**config.mk**
```make
export PLATFORM = sky130hd
export DESIGN_NAME = ifu
export DESIGN_NICKNAME = d
export VERILOG_FILES = /design/src/rtl/core_pkg.sv /design/src/rtl/ifu.sv
export SDC_FILE = /design/constraint.sdc
export NUM_CORES = 1
export LEC_CHECK = 0
export ABC_AREA = 1
export CAP_MARGIN = 30
export CORE_MARGIN = 2
export CORE_UTILIZATION = 40
export CTS_BUF_LIST = sky130_fd_sc_hd__clkbuf_16
export CTS_CLUSTER_DIAMETER = 30
export CTS_CLUSTER_SIZE = 8
export DETAILED_ROUTE_END_ITERATION = 10
export HOLD_SLACK_MARGIN = 0.15
export PLACE_DENSITY_LB_ADDON = 0.25
export SLEW_MARGIN = 20
export SYNTH_ARGS = -nofsm -noshare
export SYNTH_HDL_FRONTEND = slang
export SYNTH_SLANG_ARGS = --single-unit
```
**constraint.sdc**
```tcl
create_clock -name clk -period 1.64 [get_ports clk]
set_input_delay 0.328 -clock clk [delete_from_list [all_inputs] [get_ports clk]]
set_output_delay 0.328 -clock clk [all_outputs]
set_load 0.05 [all_outputs]
```
**src/rtl/core_pkg.sv**
```systemverilog
// Shared core definitions: fetch FSM state encoding, AXI response codes,
// reset vector and the {inst, pc} field layout that decode also relies on.
package core_pkg;

  typedef enum logic [1:0] {
    S_REQ     = 2'd0,
    S_WAIT_R  = 2'd1,
    S_SEND    = 2'd2,
    S_WAIT_PC = 2'd3
  } ifu_state_t;

  localparam logic [1:0]  RESP_OKAY        = 2'b00;
  localparam logic [31:0] DEFAULT_RESET_PC = 32'h8000_0000;

  // ifu_data layout: [INST_MSB:PC_MSB+1] = instruction, [PC_MSB:0] = pc
  localparam int INST_MSB = 63;
  localparam int PC_MSB   = 31;

endpackage

```
**src/rtl/ifu.sv**
```systemverilog
// Instruction fetch unit for the multi-cycle core. Issues one read per
// instruction at pc, hands {inst, pc} to decode, then waits for write-back
// to commit the next pc. Only one instruction is ever in flight.
//
// state     | meaning
// ----------+----------------------------------------------------------
// S_REQ     | read address presented (arvalid), waiting for arready
// S_WAIT_R  | address accepted, waiting for read data (rready)
// S_SEND    | {inst, pc} offered to decode (ifu_valid), waiting idu_ready
// S_WAIT_PC | decode took the instruction, waiting for wbu commit
module ifu
  import core_pkg::*;
#(
  parameter int              XLEN     = 32,
  parameter logic [XLEN-1:0] RESET_PC = DEFAULT_RESET_PC
) (
  input  logic              clk,
  input  logic              rst,
  output logic              ifu_valid,
  output logic [2*XLEN-1:0] ifu_data,
  input  logic              idu_ready,
  output logic              ifu_arvalid,
  output logic [XLEN-1:0]   ifu_araddr,
  input  logic              ifu_arready,
  input  logic              ifu_rvalid,
  input  logic [XLEN-1:0]   ifu_rdata,
  input  logic [1:0]        ifu_rresp,
  output logic              ifu_rready,
  input  logic              wbu_valid,
  input  logic [XLEN-1:0]   wbu_next_pc,
  output logic              ifu_err
);

  ifu_state_t      state;
  logic [XLEN-1:0] pc;

  // Fetch sequencing, pc update, captured instruction and sticky error flag.
  always_ff @(posedge clk) begin
    if (rst) begin
      state    <= S_REQ;
      pc       <= RESET_PC;
      ifu_data <= '0;
      ifu_err  <= 1'b0;
    end else begin
      case (state)
        S_REQ: begin
          if (ifu_arready) state <= S_WAIT_R;
        end
        S_WAIT_R: begin
          if (ifu_rvalid) begin
            // A bad response is still forwarded; the trap logic downstream
            // decides what to do with it, we only record that it happened.
            ifu_data[INST_MSB:PC_MSB+1] <= ifu_rdata;
            ifu_data[PC_MSB:0]          <= pc;
            if (ifu_rresp != RESP_OKAY) ifu_err <= 1'b1;
            state <= S_SEND;
          end
        end
        S_SEND: begin
          if (idu_ready) state <= S_WAIT_PC;
        end
        S_WAIT_PC: begin
          if (wbu_valid) begin
            // Misaligned targets are fetched as-is so the address that
            // caused the fault is visible; the flag is what reports it.
            pc <= wbu_next_pc;
            if (wbu_next_pc[1:0] != 2'b00) ifu_err <= 1'b1;
            state <= S_REQ;
          end
        end
        default: state <= S_REQ;
      endcase
    end
  end

  // Handshake strobes are pure decodes of the state register.
  assign ifu_arvalid = (state == S_REQ);
  assign ifu_rready  = (state == S_WAIT_R);
  assign ifu_valid   = (state == S_SEND);
  assign ifu_araddr  = pc;

  // A commit outside S_WAIT_PC is dropped; make the upstream slip visible.
  a_wbu_in_wait_pc : assert property (@(posedge clk) disable iff (rst)
    wbu_valid |-> (state == S_WAIT_PC))
    else $info("ifu: wbu_valid outside S_WAIT_PC ignored");

endmodule

```
==> summary.md <==
| Metric | Value |
|---|---|
| Outcome | `finished clean` |
| Max-slew violations | `0` |
| Synthesized area per cell | `7.74 um2` |
| Average via count per standard cell | `4.74` |
| Reg2Reg Depth | `8` |
| Worst Tran Pin Value | `0.236 ns` |
| Worst skew pair latency | `0.33 ns` |
| Chip Height | `98.4 um` |
| Area added between synthesis and finish | `54.9%` |
| CTS Hold Bufs | `0` |
| Hold path startpoint | `ifu_data[30]` |
| Reg-to-reg endpoint | `state[0]` |
| CTS sink cnt | `99` |
| Critical path's top delay family | `flip-flops` |
| Syn nets | `538` |
| Layout cells sized above 1 | `21.4%` |
| Die Area | `0.00969 mm2` |
| Minimum clock period | `1.54 ns` |
| RSZ-0062 raised after global routing | `false` |
| Root Buffer | `clkbuf_16` |
| Hold path cells | `2` |
| Fmax | `650 MHz` |
| Gate Count Post-Synth | `461` |
| H-tree depth | `3` |
| Critical Path Sink Type | `output port` |
| P_leak | `2.40 nW` |
| Most frequent cells in the layout | `nor2_1, buf_4, dfxtp_1` |
| Initial Utilization | `41.1%` |
| Sequential share of power | `33.9%` |
| CP Cell Sequence | `inv_1 > ha_1 > buf_12` |
| Routed len/inst | `12.7 um` |
| WS Path Type | `reg -> out` |
| Slew Limit Headroom | `84.2%` |
| CORE AREA | `0.00868 mm2` |
| Drt pass-1 iters | `6` |
| Power Density | `1690 mW/mm2` |
| Crit-path slowest cell | `dfxtp_2` |
| WL final | `9400 um` |
| Clk buf depth | `2` |
| RR Startpoint | `state[1]` |
| Die width | `98.4 um` |
| CP bufs+invs | `2` |
| Worst EP required | `1.31 ns` |
| Slowest stage delay, CP | `0.38 ns` |
| Initial antenna violation count | `0` |
| Post-route cell area | `0.00552 mm2` |
| Total Nets Final | `703` |
| Hold_ws | `0.485 ns` |
| Internal power | `5.43 mW` |
| Peak VDD IR | `1.29 mV` |
| TritonCTS Buffers | `9` |
| Pin count of the biggest net entering global routing | `45` |
| Sequential cell area fraction in the yosys report | `55.6%` |
| Hold Path Class | `reg -> reg` |
| Starting DRT DRC Count | `123` |
| Fin Setup TNS | `0 ns` |
| # Max-Cap Violations | `0` |
| Period utilisation layout | `93.8%` |
| Crit path arrival time | `1.21 ns` |
| Hold path endpoint | `ifu_data[30]` |
| Clk pwr share | `23.0%` |
| Most common cell after layout, fill and taps aside | `nor2_1` |
| First-pass GRT wire length | `14,900 um` |
| Placer Congestion | `0.799` |
| Routed Antenna Nets | `0` |
| Dpl cell area | `0.00521 mm2` |
| CTS tree | `built` |
| Setup Skew | `0.00923 ns` |
| Reg2reg setup slack | `0.28 ns` |
| Ys Warns | `0` |
| #FFs+latches synth | `99` |
| Number of remaining DRC errors | `0` |
| Psw | `3.92 mW` |
| # IOs | `172` |
| Comb pwr share | `43.2%` |
| GRT Resource Usage Total | `18.7%` |
| Final setup fails | `0` |
| Startpoint Class | `register` |
| Switching share of power | `41.9%` |
| Cell row count | `34` |
| Post-synthesis cell type count | `15` |
| Vias in the first global route | `3,204` |
| Total number of vias | `3,505` |
| Port bufs | `171` |
| Crit-path max FO | `5` |
| Clock transition at path regs | `0.07 ns` |
| Ant. Diodes | `0` |
| Synthesized area | `0.00357 mm2` |
| DP Wirelength | `6870 um` |
| Total grt overflow | `0` |
| Hold Violations, Final | `0` |
[worst max path at each step]
stage / from / endpoint / depth (start not counted)
2_1_floorplan: state[0] / state[0] / 8
3_3_place_gp: ifu_rvalid / ifu_data[44] / 5
3_5_place_dp: ifu_rvalid / state[0] / 8
4_1_cts: state[0] / ifu_valid / 3
5_1_grt: state[0] / ifu_valid / 3
6_report: state[0] / ifu_valid / 3
[sequential cells by signal (all words and copies together), names as in the netlist]
| signal | flops |
|---|---|
| ifu_araddr | 32 |
| ifu_data | 64 |
| ifu_err | 1 |
| state | 2 |
[kinds of logic (layout without fill, tap and decap cells)]
family,Yosys count,count (layout),share of synthesized area [%]
AOI/OAI and AO/OA,95,95,13.3
DFF,99,99,55.6
and+or+nand+nor,221,221,23.5
adders and majority gates,5,5,1.75
buffers and inverters,41,211,5.86
[cells in the mapped netlist, drive strengths merged]
cell type,number,area (um2)
inv,12,45.0
buf,14,101
nor2,201,754
nand3,2,10.0
dfxtp,99,1980
ha,5,62.6
o21ai,95,475
nand2,18,72.6
clkbuf,15,62.6
[layout make-up]
type,instances,area [um2]
fill,802,3160
tap,108,135
multi-input combinational,321,1380
clock inverter,7,81.3
timing repair buffer,183,1680
inverter,12,45.0
clock buffer,9,225
sequential,99,1980
[routing by layer]
metal	wire (um)	GRT usage, %	up-vias
met5	0	0	-
met4	120	5.80	0
met3	718	4.33	11
met2	4620	32.5	127
met1	3940	23.0	1575
li1	-	-	1792
[stage by stage]
step	cells	setup slack, ns	total power, mW	util (%)
after floorplan	461	0.191	5.92	-
after detailed placement	723	0.113	7.28	60.1
after global routing	739	0.0255	9.85	63.6
final	739	0.102	9.35	63.6
after global placement	723	0.148	7.19	60.1
after CTS	739	0.00849	9.43	63.6
[power by group through the flow]
stage	registers, mW	logic (mW)	clock network [mW]
3_5_place_dp	3.22	4.06	0
3_3_place_gp	3.19	4.00	0
4_1_cts	3.17	4.07	2.19
6_report	3.17	4.04	2.15
5_1_grt	3.23	4.32	2.30
2_1_floorplan	4.76	1.16	0
[tightest hold or removal path: cells and delay by family, from the launching register on]
kind	cells	cell delay [ns]
simple gates	2	0.13
flops	1	0.33
[repair_timing]
action | CTS | global route
buffers inserted | 0 | 0
gates resized for setup | 0 | 2
setup endpoints to repair | 0 | 3
No activity file was read; power rests on OpenSTA's default activity.
